==> src/rtl/barrel_pkg.sv <==
// ---------------------------------------------------------------------------
// barrel_pkg -- shared definitions for the barrel_pipe pipelined shifter.
//   BARREL_WIDTH    : default datapath width
//   BARREL_SHIFT_W  : shift-amount width / pipeline depth for the default width
//   barrel_op_t     : operation encoding (SLL, SRL, SRA, ROR)
//   barrel_shift_w(): derives the shift-amount width from a data width
// ---------------------------------------------------------------------------
package barrel_pkg;

    localparam int BARREL_WIDTH = 32;

    typedef enum logic [1:0] {
        SLL = 2'b00,
        SRL = 2'b01,
        SRA = 2'b10,
        ROR = 2'b11
    } barrel_op_t;

    function automatic int barrel_shift_w(input int width);
        return $clog2(width);
    endfunction

    localparam int BARREL_SHIFT_W = barrel_shift_w(BARREL_WIDTH);

endpackage

==> src/rtl/barrel_pipe_shift_stage.sv <==
// ---------------------------------------------------------------------------
// shift_stage -- one level of the logarithmic shifter plus its pipeline
// register. Shifts by 2**STAGE when amt[STAGE] is set, otherwise passes the
// data through. Valid, op and the remaining amount bits travel alongside.
// Optional feature macro: BARREL_ROTATE_EN (op ROR rotates right; without it
// ROR behaves as SRL and no rotate logic is built).
//
// Ports:
//   clk, reset       : clock, asynchronous active-high reset
//   en               : register load enable (low while the pipe is stalled)
//   in_valid/in_data/in_op/in_amt     : stage inputs from previous level
//   out_valid/out_data/out_op/out_amt : registered stage outputs
// ---------------------------------------------------------------------------
module shift_stage
    import barrel_pkg::*;
#(
    parameter int WIDTH   = BARREL_WIDTH,
    parameter int SHIFT_W = barrel_shift_w(WIDTH),
    parameter int STAGE   = 0
) (
    input  logic               clk,
    input  logic               reset,
    input  logic               en,
    input  logic               in_valid,
    input  logic [WIDTH-1:0]   in_data,
    input  barrel_op_t         in_op,
    input  logic [SHIFT_W-1:0] in_amt,
    output logic               out_valid,
    output logic [WIDTH-1:0]   out_data,
    output barrel_op_t         out_op,
    output logic [SHIFT_W-1:0] out_amt
);

    localparam int SH = 2 ** STAGE;

    logic               valid_d, valid_q;
    logic [WIDTH-1:0]   data_d, data_q;
    barrel_op_t         op_d, op_q;
    logic [SHIFT_W-1:0] amt_d, amt_q;
    logic [WIDTH-1:0]   shifted;

    always_comb begin
        shifted = {{SH{1'b0}}, in_data[WIDTH-1:SH]};
        unique case (in_op)
            SLL: shifted = {in_data[WIDTH-1-SH:0], {SH{1'b0}}};
            SRL: shifted = {{SH{1'b0}}, in_data[WIDTH-1:SH]};
            // The MSB still holds the original sign bit at every level,
            // because earlier SRA levels replicate it.
            SRA: shifted = {{SH{in_data[WIDTH-1]}}, in_data[WIDTH-1:SH]};
`ifdef BARREL_ROTATE_EN
            ROR: shifted = {in_data[SH-1:0], in_data[WIDTH-1:SH]};
`else
            ROR: shifted = {{SH{1'b0}}, in_data[WIDTH-1:SH]};
`endif
            default: shifted = in_data;
        endcase
    end

    always_comb begin
        valid_d       = in_valid;
        op_d          = in_op;
        data_d        = in_amt[STAGE] ? shifted : in_data;
        amt_d         = in_amt;
        amt_d[STAGE]  = 1'b0;
    end

    always_ff @(posedge clk or posedge reset) begin
        if (reset) begin
            valid_q <= 1'b0;
            data_q  <= '0;
            op_q    <= SLL;
            amt_q   <= '0;
        end else if (en) begin
            valid_q <= valid_d;
            data_q  <= data_d;
            op_q    <= op_d;
            amt_q   <= amt_d;
        end
    end

    assign out_valid = valid_q;
    assign out_data  = data_q;
    assign out_op    = op_q;
    assign out_amt   = amt_q;

endmodule

==> src/rtl/barrel_pipe.sv <==
// ---------------------------------------------------------------------------
// barrel_pipe -- pipelined logarithmic shifter/rotator with valid/ready flow
// control. SHIFT_W registered levels; a result appears SHIFT_W cycles after
// acceptance when unstalled. A stalled output freezes the whole pipe.
// Optional feature macro: BARREL_ROTATE_EN (op 11 = rotate right; otherwise
// op 11 is a logical right shift).
//
// Ports:
//   clk, reset          : clock, asynchronous active-high reset
//   in_valid, in_ready  : input handshake
//   in_data, in_amt     : operand and shift/rotate amount
//   in_op               : 00 SLL, 01 SRL, 10 SRA, 11 ROR
//   out_valid, out_ready: output handshake
//   out_data            : result
// ---------------------------------------------------------------------------
module barrel_pipe
    import barrel_pkg::*;
#(
    parameter  int WIDTH   = BARREL_WIDTH,
    localparam int SHIFT_W = barrel_shift_w(WIDTH)
) (
    input  logic               clk,
    input  logic               reset,
    input  logic               in_valid,
    output logic               in_ready,
    input  logic [WIDTH-1:0]   in_data,
    input  logic [SHIFT_W-1:0] in_amt,
    input  logic [1:0]         in_op,
    output logic               out_valid,
    input  logic               out_ready,
    output logic [WIDTH-1:0]   out_data
);

    // Index 0 is the pipe input; index k+1 is the register of level k.
    logic [SHIFT_W:0]   valid_s;
    logic [WIDTH-1:0]   data_s [SHIFT_W+1];
    barrel_op_t         op_s   [SHIFT_W+1];
    logic [SHIFT_W-1:0] amt_s  [SHIFT_W+1];
    logic               stall;
    logic               unused_tail;

    assign stall      = valid_s[SHIFT_W] && !out_ready;
    assign in_ready   = !stall;

    assign valid_s[0] = in_valid;
    assign data_s[0]  = in_data;
    assign op_s[0]    = barrel_op_t'(in_op);
    assign amt_s[0]   = in_amt;

    for (genvar k = 0; k < SHIFT_W; k++) begin : g_stage
        shift_stage #(
            .WIDTH   (WIDTH),
            .SHIFT_W (SHIFT_W),
            .STAGE   (k)
        ) u_stage (
            .clk       (clk),
            .reset     (reset),
            .en        (!stall),
            .in_valid  (valid_s[k]),
            .in_data   (data_s[k]),
            .in_op     (op_s[k]),
            .in_amt    (amt_s[k]),
            .out_valid (valid_s[k+1]),
            .out_data  (data_s[k+1]),
            .out_op    (op_s[k+1]),
            .out_amt   (amt_s[k+1])
        );
    end

    assign out_valid   = valid_s[SHIFT_W];
    assign out_data    = data_s[SHIFT_W];

    // Op and amount are fully consumed by the last level.
    assign unused_tail = ^{op_s[SHIFT_W], amt_s[SHIFT_W]};

endmodule

==> config.mk <==
export PLATFORM = sky130hd
export DESIGN_NAME = barrel_pipe
export DESIGN_NICKNAME = d
export VERILOG_FILES = /design/src/rtl/barrel_pkg.sv /design/src/rtl/barrel_pipe_shift_stage.sv /design/src/rtl/barrel_pipe.sv
export SDC_FILE = /design/constraint.sdc
export NUM_CORES = 1
export LEC_CHECK = 0
export CAP_MARGIN = 20
export CORE_MARGIN = 3
export CORE_UTILIZATION = 51
export DETAILED_ROUTE_END_ITERATION = 6
export PLACE_DENSITY = 0.71
export SLEW_MARGIN = 30
export SYNTH_ARGS = -nofsm -noshare
export SYNTH_HDL_FRONTEND = slang
export SYNTH_SLANG_ARGS = --single-unit
==> constraint.sdc <==
create_clock -name clk -period 10.6 [get_ports clk]
set_clock_uncertainty 0.2 [all_clocks]
set_input_delay 2.12 -clock clk [delete_from_list [all_inputs] [get_ports clk]]
set_output_delay 2.12 -clock clk [all_outputs]
set_load 0.05 [all_outputs]
==> results.env <==
RESULT_OF_THE_RUN='finished clean'
POST-CTS-SETUP-BUFFER-COUNT=0
CRITICAL-PATH-SLOWEST-CELL='sky130_fd_sc_hd__clkdlybuf4s50_1'
TIMING.CRITICAL_PATH.CELLS='clkdlybuf4s50_1 -> nor2b_4 -> buf_4 -> inv_4 -> clkdlybuf4s50_1'
SYNTH.FF_LATCH_COUNT=183
MAX_CAP_VIOLS=0
NFILLCELLS=1629
NETLIST-CELL-TYPE-COUNT=36
WORST_SLACK_PLACED_NS=3.68
CTSRESIZECOUNT=0
TIMING.FINAL.MAX_SLEW_VIOLATIONS=0
LAYOUT.CELL_AREA.NON_FILLER_UM2=10800
GRT_PASS1_WL_MM=37.3
AREAGROWTHSYNTHTOFINISH_PCT=11.5
ANTENNA_FOUND_INITIAL=0
WORSTSKEWPAIRLATENCY_NS=0.43
SYN-MEAN-INSTANCE-AREA_UM2=9.36
POST_SYNTH_AND_OR_NAND_NOR_AREA_FRACTION_PCT=19.5
TRITONCTS='done'
CPPEAKSTAGEDELAY_NS=0.82
GRT_USAGE_PCT=22.3
YOSYSWARNINGCOUNT=0
CRIT_PATH_START_KIND='primary input'
INITIAL_UTILIZATION_PCT=52.8
POWER_PER_CELL_AREA_nW_PER_UM2=318
ANT_NETS=0
MULTI_INPUT_LOGIC_AREA_UM2=4330
REPORT.FINAL.HOLD_VIOL_COUNT=0
ARITHMETIC_CELL_SHARE_OF_THE_SYNTHESIZED_AREA_COUNTING_FULL_ADDERS_HALF_ADDERS_AND_MAJORITY_GATES_PCT=0
POSTSYNTH.ASYNCRESETSHARE_PCT=100
FINAL_NET_COUNT=1059
CLOCK_TREE.BUFFER_DEPTH=2
CORE_UM2=18300
SYNTH-EDFF-COUNT=0
WORST_SETUP_PATH_END_KIND='output pin'
FINAL_LAYOUT_SIZE_SUFFIX_GT1_SHARE_PCT=5.25
CRITICAL_PATH_REQUIRED_NS=8.28
LARGEST_NET_DEGREE_AT_THE_START_OF_GLOBAL_ROUTING=127
MET2_WIRELENGTH_MM=10.7
DRT-VIAS-PER-INSTANCE=5.94
POWER.STATIC_LEAKAGE_nW=4.54
ROUTE.TOP_LAYER_USED='met4'
FINAL-SETUP-VIOL-COUNT=0
SLEW-LIMIT-HEADROOM_PCT=37.5
POST-PLACE-CELLS=1226
MET3WIRELENGTH_UM=945
DIE_Y_UM=144
DRC_ERRORS=0
GRT_OVERFLOW=0
FIN_TNS_SETUP_NS=0
POST_SYNTH_XOR_AREA_FRACTION_PCT=0
CLOCK_SINK_COUNT=183
TOTAL_NETS_AFTER_SYNTHESIS=1073
WORSTPATHMAXFANOUT=89
MIN_PERIOD_OVER_PERIOD_PCT=65.4
NUMCTSBUFFERS=17
DOMINANT_COMBINATIONAL_CELL_FAMILY_BY_AREA_AFTER_SYNTHESIS='simple AND/OR/NAND/NOR gates'
YOSYS-TOP-CELLS-COUNT='sky130_fd_sc_hd__nand2_1 (231), sky130_fd_sc_hd__dfrtp_1 (183), sky130_fd_sc_hd__mux2i_1 (99)'
SYNTH_AREA_UM2=9640
HOLDCRITPATHCLASS='reg -> reg'
ROUTED_WIRE_LENGTH_PER_INSTANCE_UM=17.7
SYNTHMUXAREASHARE_PCT=10.3
SYN_INST=1030
COMPOUND_GATE_PORTION_OF_THE_SYNTHESIZED_AREA_PCT=15.0
WORST_PATH_MOST_REPEATED_CELL='sky130_fd_sc_hd__clkdlybuf4s50_1'
GRT_SETUP_UNREPAIRED='no'
CP_ARRIVAL_NS=4.61
SYNTH_AREA_LEADERS='sky130_fd_sc_hd__dfrtp_1 (47%), sky130_fd_sc_hd__mux2i_1 (10%), sky130_fd_sc_hd__nand2_1 (9.0%), sky130_fd_sc_hd__o211ai_1 (7.6%), sky130_fd_sc_hd__buf_4 (3.7%)'
CLK_PIN_SLEW_NS=0.06
GRT_PASS1_VIAS=7269
DETAIL_ROUTE.ITER0.VIOLATIONS=605
DETAILROUTE.VIA_COUNT=7463
VDD_DROP_MAX_mV=0.134
SEQUENTIAL_FRACTION_OF_THE_SYNTHESIS_AREA_PCT=47.5
LEAST_MARGIN_PIN_SLEW_NS=0.936
MAXIMUM_OPERATING_FREQUENCY_GHz=0.144
SETUP_SLACK_NS=3.67
DIE-AREA_UM2=20600
FINAL.MIN_CLOCK_PERIOD_NS=6.93
REGAREA_UM2=4580
DPL-INSTANCE-AREA_UM2=10100
ANTENNA_CELLS_INSERTED=0
DIEWIDTH_UM=144
ROUTE.LAYER.MET1.WL_MM=10.1
POSTCTSHOLDBUFS=0
SYNTH.LARGEST_AREA_CELL='sky130_fd_sc_hd__dfrtp_1'
PORT_BUFFERS=76
DRTPASS1ITERATIONS=6
LAYOUTNONFILLERINSTCOUNT=1257
HTREEDEPTH=4
SYNTH_FF_TYPE='sky130_fd_sc_hd__dfrtp_1'
PLACEMENTROWS=49
CRITPATHKIND='in -> out'
CTS_ROOT_BUFFER='sky130_fd_sc_hd__clkbuf_16'
DP_HPWL_MM=14.6
SYNTH_LARGEST_TYPE_AREA_FRACTION_PCT=47.5
YOSYS.CELL_COUNT.TOP_TYPE='sky130_fd_sc_hd__nand2_1'
BOUNDARYPINS=77
WIRELENGTH_MM=22.3
GPL_WTD_CONG=0.793
FINAL_CORE_UTILIZATION_PCT=58.8
[cells in the final DEF, fill, tap and decap left out, types with 6 or more instances in the layout]
master                            instances
sky130_fd_sc_hd__inv_1                    6
sky130_fd_sc_hd__nand3b_1                29
sky130_fd_sc_hd__a211oi_1                28
sky130_fd_sc_hd__nor2b_1                 19
sky130_fd_sc_hd__o21ai_0                 38
sky130_fd_sc_hd__a31oi_1                 19
sky130_fd_sc_hd__bufinv_16                6
sky130_fd_sc_hd__nand2_1                230
sky130_fd_sc_hd__dfrtp_1                182
sky130_fd_sc_hd__o211ai_1                98
sky130_fd_sc_hd__mux2i_1                 99
sky130_fd_sc_hd__clkdlybuf4s50_1         76
sky130_fd_sc_hd__buf_4                    6
sky130_fd_sc_hd__nor3_1                  28
sky130_fd_sc_hd__nand3_1                 70
sky130_fd_sc_hd__clkbuf_16               17
sky130_fd_sc_hd__a2bb2oi_1               13
sky130_fd_sc_hd__nor2_1                  29
[logic make-up after synthesis]
| group | after synthesis |
|---|---|
| simple gates | 417 |
| compound gates | 204 |
| flops | 183 |
| buf+inv | 127 |
| mux | 99 |
[final cells by class]
type                       instances  share of cell area, %
tap                              229                   2.66
timing repair buffer              85                   7.96
multi-input combinational        720                   40.3
inverter                           9                  0.407
clock buffer                      17                   3.96
clock inverter                    14                   2.15
sequential                       183                   42.6
[through the flow]
stage / hold slack (ns) / power (mW)
4_1_cts: 0.265 / 3.43
3_5_place_dp: 0.255 / 2.72
3_3_place_gp: 0.249 / 2.67
5_1_grt: 0.296 / 3.64
6_report: 0.259 / 3.42
2_1_floorplan: 0.230 / 2.43
[worst max-delay path, delay by kind of cell]
| family | cells | cell delay, ns |
|---|---|---|
| and+or+nand+nor | 1 | 0.11 |
| buffers and inverters | 4 | 2.34 |
[worst paths after layout]
| check | start | endpoint | slack [ns] | depth (start not counted) |
|---|---|---|---|---|
| setup / recovery | out_ready | in_ready | 3.67 | 5 |
| hold / removal | g_stage[3].u_stage.out_valid | g_stage[3].u_stage.out_valid | 0.26 | 2 |
| setup reg to reg | g_stage[4].u_stage.out_valid | g_stage[2].u_stage.out_data[13] | 7.17 | 6 |
| hold reg to reg | g_stage[3].u_stage.out_valid | g_stage[3].u_stage.out_valid | 0.26 | 2 |
| max in group asynchronous | reset | g_stage[2].u_stage.out_data[15] | 6.99 | 3 |
| min in group asynchronous | reset | g_stage[4].u_stage.out_data[0] | 2.03 | 2 |
[state kept, by name, summed over array words and instances, names as in the netlist]
| register | cells |
|---|---|
| g_stage.u_stage.out_valid | 5 |
| g_stage.u_stage.out_data | 160 |
| g_stage.u_stage.out_amt | 10 |
| g_stage.u_stage.out_op | 8 |
[power breakdown]
part / leakage (nW) / switching [mW] / internal, mW
clock network: 0.314 / 0.271 / 0.439
logic: 1.96 / 0.850 / 0.545
registers: 2.27 / 0.314 / 0.999
[metal layers]
layer  vias up  GRT usage (%)
met5         -              0
met1      3634           30.3
met2       213           36.5
met3        36           3.66
li1       3580              -
met4         0           8.08
(Power assumes the default switching activity.)
